<file path="src/rtl/simon_pkg.sv">
// simon_pkg -- shared constants, types and helper functions for the SIMON
// 128/256 core.
//
// Contents:
//   WORD, ROUNDS, EXPAND_STEPS  fixed cipher geometry (64-bit words, 72 rounds)
//   Z4                          round-constant sequence z4, bit 0 = leftmost
//   state_t                     FSM state encoding used by simon
//   f_round()                   SIMON round function
//   key_fwd()/key_rev()         one forward / reverse key-schedule step
//   zidx_inc()/zidx_dec()       modulo-62 index stepping into Z4
//
// Optional feature macro: SIMON_DECRYPT_EN (consumed by simon and
// simon_key_sched; the package itself is identical in both builds).
package simon_pkg;

  localparam int WORD         = 64;
  localparam int ROUNDS       = 72;
  localparam int EXPAND_STEPS = 68;
  localparam int ZLEN         = 62;

  // Literal is written leftmost-first, so sequence element i is Z4[61-i].
  localparam logic [ZLEN-1:0] Z4 =
    62'b11010001111001101011011000100000010111000011001010010011101111;

  // Last values of the round / expansion counters.
  localparam logic [6:0] LAST_ROUND  = 7'(ROUNDS - 1);
  localparam logic [6:0] LAST_EXPAND = 7'(EXPAND_STEPS - 1);

  // The first reverse step of a decryption regenerates k67, which uses
  // z4[67 mod 62].
  localparam logic [5:0] ZIDX_DEC_START = 6'd5;

  typedef logic [WORD-1:0] word_t;

  typedef enum logic [1:0] {
    S_IDLE   = 2'd0,
    S_EXPAND = 2'd1,
    S_ROUND  = 2'd2,
    S_DONE   = 2'd3
  } state_t;

  function automatic word_t rol(input word_t v, input int unsigned n);
    return (v << n) | (v >> (WORD - n));
  endfunction

  function automatic word_t ror(input word_t v, input int unsigned n);
    return (v >> n) | (v << (WORD - n));
  endfunction

  // f(x) = (x<<<1 & x<<<8) ^ (x<<<2)
  function automatic word_t f_round(input word_t v);
    return (rol(v, 1) & rol(v, 8)) ^ rol(v, 2);
  endfunction

  // Sequence element z4[idx], idx in 0..61.
  function automatic logic z_bit(input logic [5:0] idx);
    return Z4[6'd61 - idx];
  endfunction

  // Shared mixing term t of both schedule directions:
  // t = (k[i+3] >>> 3) ^ k[i+1]; t ^= t >>> 1
  function automatic word_t key_mix(input word_t k3, input word_t k1);
    word_t t;
    t = ror(k3, 3) ^ k1;
    return t ^ ror(t, 1);
  endfunction

  // k[i+4] from k[i], k[i+1], k[i+3]
  function automatic word_t key_fwd(input word_t k0, input word_t k1,
                                    input word_t k3, input logic z);
    return ~k0 ^ key_mix(k3, k1) ^ {{(WORD-1){1'b0}}, z} ^ 64'h3;
  endfunction

  // k[i] from k[i+4], k[i+3], k[i+1]
  function automatic word_t key_rev(input word_t k4, input word_t k3,
                                    input word_t k1, input logic z);
    return ~(k4 ^ key_mix(k3, k1) ^ {{(WORD-1){1'b0}}, z} ^ 64'h3);
  endfunction

  function automatic logic [5:0] zidx_inc(input logic [5:0] idx);
    return (idx == 6'(ZLEN - 1)) ? 6'd0 : idx + 6'd1;
  endfunction

  function automatic logic [5:0] zidx_dec(input logic [5:0] idx);
    return (idx == 6'd0) ? 6'(ZLEN - 1) : idx - 6'd1;
  endfunction

endpackage

</file>
<file path="src/rtl/simon_if.sv">
// simon_if -- host-side handshake and data bus of the SIMON core.
//
// Signals:
//   start  host -> core  start request (accepted only when idle or done)
//   ctrl   host -> core  1 = encrypt, 0 = decrypt
//   keys   host -> core  256-bit key {k3,k2,k1,k0}, k0 = keys[63:0]
//   pt     host -> core  input block {x,y}
//   ct     core -> host  result block {x,y}
//   done   core -> host  high while ct holds a valid result
//
// Modports: master (host side), slave (core side).
interface simon_if;
  logic         start;
  logic         ctrl;
  logic [255:0] keys;
  logic [127:0] pt;
  logic [127:0] ct;
  logic         done;

  modport master (output start, output ctrl, output keys, output pt,
                  input  ct,    input  done);

  modport slave  (input  start, input  ctrl, input  keys, input  pt,
                  output ct,    output done);
endinterface

</file>
<file path="src/rtl/simon_key_sched.sv">
// simon_key_sched -- on-the-fly SIMON 128/256 round-key generator.
//
// Holds a 4-word sliding window of the key schedule. Forward steps shift the
// window up by one key (k[i..i+3] -> k[i+1..i+4]); reverse steps shift it
// down (k[i+1..i+4] -> k[i..i+3]).
//
// Ports:
//   clk       in   clock
//   rst       in   asynchronous active-high reset, clears the window
//   load      in   load window from keys (k0 = keys[63:0])
//   keys      in   256-bit master key
//   step_fwd  in   perform one forward schedule step
//   step_rev  in   perform one reverse schedule step (SIMON_DECRYPT_EN only)
//   z         in   z4 sequence bit for the step being performed
//   key_enc   out  lowest window word, the encryption round key
//   key_dec   out  highest window word, the decryption round key
//                  (SIMON_DECRYPT_EN only)
//
// Macro SIMON_DECRYPT_EN adds the reverse step and the key_dec output.
module simon_key_sched
  import simon_pkg::*;
(
  input  logic         clk,
  input  logic         rst,
  input  logic         load,
  input  logic [255:0] keys,
  input  logic         step_fwd,
`ifdef SIMON_DECRYPT_EN
  input  logic         step_rev,
  output word_t        key_dec,
`endif
  input  logic         z,
  output word_t        key_enc
);

  // win_reg[0] is the oldest key of the window, win_reg[3] the newest.
  logic [3:0][WORD-1:0] win_reg;
  word_t                fwd_word;

  assign fwd_word = key_fwd(win_reg[0], win_reg[1], win_reg[3], z);
  assign key_enc  = win_reg[0];

`ifdef SIMON_DECRYPT_EN
  word_t rev_word;

  // Window currently holds k[i+1..i+4]; regenerate k[i].
  assign rev_word = key_rev(win_reg[3], win_reg[2], win_reg[0], z);
  assign key_dec  = win_reg[3];
`endif

  always_ff @(posedge clk or posedge rst) begin
    if (rst) begin
      win_reg <= '0;
    end else if (load) begin
      win_reg <= keys;
    end else if (step_fwd) begin
      win_reg <= {fwd_word, win_reg[3], win_reg[2], win_reg[1]};
`ifdef SIMON_DECRYPT_EN
    end else if (step_rev) begin
      win_reg <= {win_reg[2], win_reg[1], win_reg[0], rev_word};
`endif
    end
  end

endmodule

</file>
<file path="src/rtl/simon.sv">
// simon -- iterative SIMON 128/256 block cipher core, one round per clock.
//
// Round keys are produced on the fly by simon_key_sched; no key RAM.
// Encryption: start accepted at edge N, result and done after edge N+72.
// Decryption: 68 forward schedule steps (EXPAND) bring the key window to
// k68..k71, then 72 rounds run backwards; result after edge N+140.
// ct only changes on entry to DONE, so the previous result stays visible
// while a new operation is running. done drops at the edge accepting the
// next start.
//
// Ports:
//   clk    in   clock, rising edge
//   res_n  in   asynchronous active-high reset (name inherited), clears all
//               state, including ct and done
//   bus    slave modport of simon_if (start, ctrl, keys, pt, ct, done)
//
// Macro SIMON_DECRYPT_EN: when defined, ctrl selects encrypt/decrypt and the
// EXPAND state plus reverse key schedule are built. When undefined, ctrl is
// ignored and every operation is an encryption.
module simon
  import simon_pkg::*;
(
  input  logic    clk,
  input  logic    res_n,
  simon_if.slave  bus
);

  state_t       state_reg;
  logic [6:0]   round_reg;   // round index, or step count while expanding
  logic [5:0]   zidx_reg;    // current position in z4 (mod 62)
  word_t        x_reg;
  word_t        y_reg;
  logic [127:0] ct_reg;
  logic         done_reg;

  logic         accept;
  logic         step_fwd;
  logic         z_cur;
  logic         round_last;
  word_t        key_enc;
  word_t        x_next;
  word_t        y_next;

`ifdef SIMON_DECRYPT_EN
  logic         dec_reg;     // operation in progress is a decryption
  logic         step_rev;
  word_t        key_dec;
`else
  logic         ctrl_unused;
  assign ctrl_unused = bus.ctrl;
`endif

  assign accept = bus.start && (state_reg == S_IDLE || state_reg == S_DONE);
  assign z_cur  = z_bit(zidx_reg);

`ifdef SIMON_DECRYPT_EN
  // Expansion always steps forward; rounds step in the direction of the
  // operation so the window always holds the key the next round needs.
  assign step_fwd   = (state_reg == S_EXPAND) ||
                      (state_reg == S_ROUND && !dec_reg);
  assign step_rev   = (state_reg == S_ROUND) && dec_reg;
  assign round_last = dec_reg ? (round_reg == 7'd0)
                              : (round_reg == LAST_ROUND);
`else
  assign step_fwd   = (state_reg == S_ROUND);
  assign round_last = (round_reg == LAST_ROUND);
`endif

  simon_key_sched u_key_sched (
    .clk      (clk),
    .rst      (res_n),
    .load     (accept),
    .keys     (bus.keys),
    .step_fwd (step_fwd),
`ifdef SIMON_DECRYPT_EN
    .step_rev (step_rev),
    .key_dec  (key_dec),
`endif
    .z        (z_cur),
    .key_enc  (key_enc)
  );

  // Next block value for the round in progress.
  always_comb begin
    x_next = y_reg ^ f_round(x_reg) ^ key_enc;
    y_next = x_reg;
`ifdef SIMON_DECRYPT_EN
    if (dec_reg) begin
      x_next = y_reg;
      y_next = x_reg ^ f_round(y_reg) ^ key_dec;
    end
`endif
  end

  always_ff @(posedge clk or posedge res_n) begin
    if (res_n) begin
      state_reg <= S_IDLE;
      round_reg <= '0;
      zidx_reg  <= '0;
      x_reg     <= '0;
      y_reg     <= '0;
      ct_reg    <= '0;
      done_reg  <= 1'b0;
`ifdef SIMON_DECRYPT_EN
      dec_reg   <= 1'b0;
`endif
    end else begin
      case (state_reg)
        S_IDLE, S_DONE: begin
          if (bus.start) begin
            x_reg     <= bus.pt[127:64];
            y_reg     <= bus.pt[63:0];
            round_reg <= '0;
            zidx_reg  <= '0;
            done_reg  <= 1'b0;
`ifdef SIMON_DECRYPT_EN
            dec_reg   <= ~bus.ctrl;
            state_reg <= bus.ctrl ? S_ROUND : S_EXPAND;
`else
            state_reg <= S_ROUND;
`endif
          end
        end

`ifdef SIMON_DECRYPT_EN
        S_EXPAND: begin
          if (round_reg == LAST_EXPAND) begin
            // Window now holds k68..k71; decryption starts at round 71.
            state_reg <= S_ROUND;
            round_reg <= LAST_ROUND;
            zidx_reg  <= ZIDX_DEC_START;
          end else begin
            round_reg <= round_reg + 7'd1;
            zidx_reg  <= zidx_inc(zidx_reg);
          end
        end
`endif

        S_ROUND: begin
          x_reg <= x_next;
          y_reg <= y_next;
          if (round_last) begin
            state_reg <= S_DONE;
            ct_reg    <= {x_next, y_next};
            done_reg  <= 1'b1;
          end
`ifdef SIMON_DECRYPT_EN
          if (dec_reg) begin
            round_reg <= round_reg - 7'd1;
            zidx_reg  <= zidx_dec(zidx_reg);
          end else begin
            round_reg <= round_reg + 7'd1;
            zidx_reg  <= zidx_inc(zidx_reg);
          end
`else
          round_reg <= round_reg + 7'd1;
          zidx_reg  <= zidx_inc(zidx_reg);
`endif
        end

        default: state_reg <= S_IDLE;
      endcase
    end
  end

  assign bus.ct   = ct_reg;
  assign bus.done = done_reg;

endmodule

</file>
<file path="src/flat_wrapper.sv">
// flat-port wrapper written by rule: the top's interface ports become plain ports
module simon_flat import simon_pkg::*;
  (clk, res_n, bus_start, bus_ctrl, bus_keys, bus_pt, bus_ct, bus_done);
  simon_if bus_i ();
  input  logic clk;
  input  logic res_n;
  input wire logic [$bits(bus_i.start)-1:0] bus_start;
  input wire logic [$bits(bus_i.ctrl)-1:0] bus_ctrl;
  input wire logic [$bits(bus_i.keys)-1:0] bus_keys;
  input wire logic [$bits(bus_i.pt)-1:0] bus_pt;
  output wire logic [$bits(bus_i.ct)-1:0] bus_ct;
  output wire logic [$bits(bus_i.done)-1:0] bus_done;
  assign bus_i.start = bus_start;
  assign bus_i.ctrl = bus_ctrl;
  assign bus_i.keys = bus_keys;
  assign bus_i.pt = bus_pt;
  assign bus_ct = bus_i.ct;
  assign bus_done = bus_i.done;
  simon u_core (.clk(clk), .res_n(res_n), .bus(bus_i));
endmodule
</file>
<file path="config.mk">
export PLATFORM = sky130hd
export DESIGN_NAME = simon_flat
export DESIGN_NICKNAME = d
export VERILOG_FILES = /design/src/rtl/simon_pkg.sv /design/src/rtl/simon_if.sv /design/src/rtl/simon_key_sched.sv /design/src/rtl/simon.sv /design/src/flat_wrapper.sv
export SDC_FILE = /design/constraint.sdc
export NUM_CORES = 2
export LEC_CHECK = 0
export CORE_UTILIZATION = 50
export DETAILED_ROUTE_END_ITERATION = 16
export PLACE_DENSITY = 0.85
export SYNTH_ARGS = -nofsm -noshare
export SYNTH_HDL_FRONTEND = slang
export SYNTH_SLANG_ARGS = --single-unit
</file>
<file path="constraint.sdc">
create_clock -name clk -period 38 [get_ports clk]
set_clock_uncertainty 0.2 [all_clocks]
set_input_delay 7.6 -clock clk [delete_from_list [all_inputs] [get_ports clk]]
set_output_delay 7.6 -clock clk [all_outputs]
set_load 0.02 [all_outputs]
</file>
Word level (Yosys, flattened, before mapping) --
Memory sizes are Yosys's and may differ from the RTL's. Index checks and enable logic that the tools add are counted.
Storage, ports and cells: bits in registers 528, bits in read-only memories 64, bits of input ports 388, output and inout bits 129, memories kept 1
Memories:
- (name not given) | words 64, width 1, rd ports 1, clocked after memory_dff 0, write ports 0, RTL line simon_pkg.sv:57 | return Z4[6'd61 - idx];
Operators by class: $add $sub $neg 3, order comparisons 1, eq/ne operators 6, mux-type cells 18, bitwise operators 15, reductions and logical operators 10
Operator list (count):
- $mux W256 | 2
- $xor A64 B64 Y64 | 6
- $pmux W64 S2 | 2
- $mux W64 | 2
- $and A64 B64 Y64 | 1
- $not A64 Y64 | 1
- $or A61 B64 Y64 | 1
- $or A63 B64 Y64 | 1
- $or A64 B1 Y64 | 1
- $or A64 B2 Y64 | 1
- $or A64 B8 Y64 | 1
- $xor A64 B1 Y64 | 1
- $pmux W7 S2 | 1
- $mux W6 | 2
- $pmux W6 S2 | 1
- $add A7 B1 Y7 const B | 1
- $eq A7 B7 Y1 const B | 1
- $lt A6 B7 Y1 const B | 1
- $mux W7 | 1
- $add A6 B1 Y6 const B | 1
- $eq A6 B6 Y1 const B | 1
- $reduce_and A2 Y1 | 3
- $sub A6 B6 Y6 const A | 1
- $eq A2 B2 Y1 const B | 2
- 12 further kinds | 17

Logic depth before layout (Yosys ltp) --
depth in word-level cells 9, gate-level depth with buffers 10

Modules after synthesis --
A second synthesis with hierarchy kept.
Second synthesis, totals: cell total of the unflattened synthesis 2622, area, all modules 28747.6 um2
By module, submodules not included:
- simon | times used 1, cells each 1309, area each 14546.5 um2, seq. area each 6806.5 um2
- simon_key_sched | times used 1, cells each 1313, area each 14201.1 um2, seq. area each 6406.1 um2

Least setup slack after synthesis --
No wires, ideal clock.
path kind input-to-reg, from input port bus_start, to register u_core.y_reg[17], setup time 83 ps, arrival time 8793 ps, setup slack 28925 ps, stages on the path 8, cell sequence nand2b_1 -> nand2b_1 -> clkbuf_1 -> buf_2 -> buf_2 -> clkbuf_1 -> nand2_1 -> o21ai_0
Between the ends: word-level cells in the longest chain between the ends 2
Ends and longest elaborated chain:
- start: declaration | RTL line flat_wrapper.sv:7 | input wire logic [$bits(bus_i.start)-1:0] bus_start;
- $ne A2 B2 Y1 (no source line)
- $reduce_and A2 Y1 (no source line)
- end signal: assignment | RTL line simon.sv:112 | y_reg <= bus.pt[63:0];
- end signal: assignment | RTL line simon.sv:141 | y_reg <= y_next;
- end: declaration | RTL line simon.sv:32 | word_t y_reg;
No other way between the ends. A chain may end at the register's enable or synchronous reset.

==> out/metrics.yaml <==
layout:
  final_nets: 3548
  drive_gt1_share_pct: 5.554
  stdcell_count: 3887
  largest_reg_flops: 192
  stdcell_area_um2: 33910
  fill_cells: 4071
  syn2layout_area_growth_pct: 27.47
placed_design:
  hpwl_um: 52950
  dpl_cell_area_um2: 32080
  numPortBuffers: 515
  globalplace.congestion: 0.8802
  place_ws_ns: 26.46
  place_inst: 3778
global_routing:
  grt_max_degree: 252
  grt_pass1_wl_um: 115200
  overflow: 0
  antenna_found_initial: 12
  first_global_vias: 20820
  grt.total_usage_pct: 27.39
yosys:
  yosysWarnings: 0
  ys_top_cells_by_count: "nand2_1, o21ai_0, dfrtp_1"
  synth_top_area_share_pct: 49.67
  yosysUniqueCellTypes: 33
  syn_nets: 3127
  seq_area_frac_synth_pct: 49.67
  syn-instance-count: 2726
  ys_ff_latch: 528
  netlist.top_cell.by_area: "dfrtp_1"
  postSynthAreaPerCell_um2: 9.758
  synth_most_common_cell: "nand2_1"
  synth_ff_type: "dfrtp_1"
  synth_area_um2: 26600
  synth_edf_count: 0
  synth_area_leaders: "dfrtp_1, o21ai_0, xnor2_1"
  async_reset_ff_share_pct: 100.0
floorplan:
  dieArea_um2: 54130
  core_um2: 52550
  die_h_um: 232.7
  ios: 517
  die_width_um: 232.7
  initial_core_util_pct: 50.62
  rows: 84
cts:
  clockBufferDepth: 3
  clkSinkCount: 528
  root_buffer: "clkbuf_16"
  htreeDepth: 2
  post_cts_resize_count: 0
  cts_inserted_buffers: 55
  post_cts_buffers: 0
  clock_latency_ns: 0.60
  cts_tree: "done"
  clk_pin_slew_worst_paths_ns: 0.06
  cts-hold-fix-buffers: 0
timing:
  period_needed_ns: 10.81
  final_hold_viol_count: 0
  max_clock_freq_mhz: 92.48
  slew_violations: 0
  setup_tns_ns: 0
  worstMarginPinSlew_ns: 1.088
  rsz0062_at_grt: "no"
  setup_slack_ns: 27.19
  slew_headroom_pct: 27.46
  setup_violations: 0
  timing.hold.ws_ns: 0.2758
  final.period_utilization_pct: 28.45
routing:
  final_antenna_net_count: 0
  viasPerCell: 5.462
  drc: 0
  wl_per_cell_um: 19.17
  dr.first_iter.drc_count: 1929
  vias: 21230
  dr.pass1.iters: 6
  drt_wl_total_um: 74530
setup_path:
  worst-r2r-setup-slack_ns: 32.97
  cp_max_fo: 118
  cp.required_ns: 38.44
  end_kind: "async pin"
  start_kind: "input port"
  cp.arrival_ns: 11.26
  timing.setup.critical_path_class: "input port to async pin"
power:
  pwr-share-clk_pct: 16.4
  p_seq_share_pct: 32.7
  p_int_uw: 1888
  share_comb_of_total_power_pct: 50.9
  switchingPower_uw: 1384
  vdd.ir_drop.worst_mv: 0.07165
  p_leak_uw: 0.01414
  netSwitchingFraction_pct: 42.30
  power_density_nw_per_um2: 96.48
run_status:
  outcome: "finished, final reports clean"
hold_path:
  hold_class: "flip-flop to flip-flop"
run:
  cap_violations: 0
per-layer routing:
| metal | wire length, µm | vias up | GRT usage, % |
|---|---|---|---|
| li1 | - | 9978 | - |
| met1 | 31370 | 10330 | 37.26 |
| met2 | 35500 | 762 | 43.42 |
| met3 | 4720 | 165 | 4.314 |
| met4 | 2930 | 2 | 11.81 |
| met5 | 13 | - | 0 |
power groups by stage:
stage	logic, µW	clock network [µW]	registers (µW)
5_1_grt	1870	565	1090
4_1_cts	1670	544	1060
2_1_floorplan	1380	0	964
6_report	1660	538	1070
3_5_place_dp	1650	0	1070
3_3_place_gp	1590	0	1060
layout by cell type, fill, tap and decap left out, drive strengths merged, types with 2 or more instances in the layout:
cell type      Yosys  layout
a21o               2       2
a21oi              9       9
nor2               9       9
o21ai            587     587
nand4              2       2
a211oi             2       2
xnor2            321     321
buf               69      19
clkinv             0       8
clkdlybuf4s50      0     515
clkinvlp           0       2
mux2              65      65
dfrtp            528     528
mux2i            259     259
nand2b             3       3
xor2              66      66
nor2b              2       2
ha                13      13
nand2            653     653
clkbuf           101      86
nand3             11      11
a22o               4       4
inv                8       8
nor3               3       3
diode              0      12
through the flow:
step | util, % | total power [µW]
finish | 64.52 | 3271
CTS | 64.46 | 3274
floorplan | - | 2342
global placement | 61.04 | 2649
detailed placement | 61.04 | 2718
global route | 64.52 | 3525
area by class of cell:
type | instances | area [µm²] | share of cell area, %
multi-input combinational | 2020 | 12650 | 37.32
antenna | 12 | 30.03 | 0.08856
timing repair buffer | 534 | 5310 | 15.66
clock buffer | 86 | 1715 | 5.059
inverter | 8 | 37.54 | 0.1107
clock inverter | 11 | 85.08 | 0.2509
tap | 688 | 860.8 | 2.539
sequential | 528 | 13210 | 38.97
worst max-delay path, stage by stage:
cell and delay, ns:
clkdlybuf4s50_1 0.49, inv_8 0.59, buf_4 0.77, buf_4 0.88
buf_4 0.71
path summary, 6_finish.rpt:
check                                          from                               to  depth (start not counted)
worst min-delay path             u_core.bus.ct[113]               u_core.bus.ct[113]                          2
worst max-delay path                          res_n  u_core.u_key_sched.win_reg[228]                          5
worst max register to register  u_core.state_reg[0]                 u_core.x_reg[41]                          7
max in group clk                          bus_start  u_core.u_key_sched.win_reg[160]                          5
worst min register to register   u_core.bus.ct[113]               u_core.bus.ct[113]                          2
min in group asynchronous                     res_n                 u_core.bus.ct[0]                          2
cell families after synthesis:
family	share of synthesized area (%)
AO/OA/AOI/OAI	11.60
XOR/XNOR	12.81
adder cells (fa/ha/maj)	0.6115
buffers and inverters	2.865
flip-flops	49.67
multiplexers	12.58
AND/OR/NAND/NOR	9.855
Power figures use the tool's default switching activity.
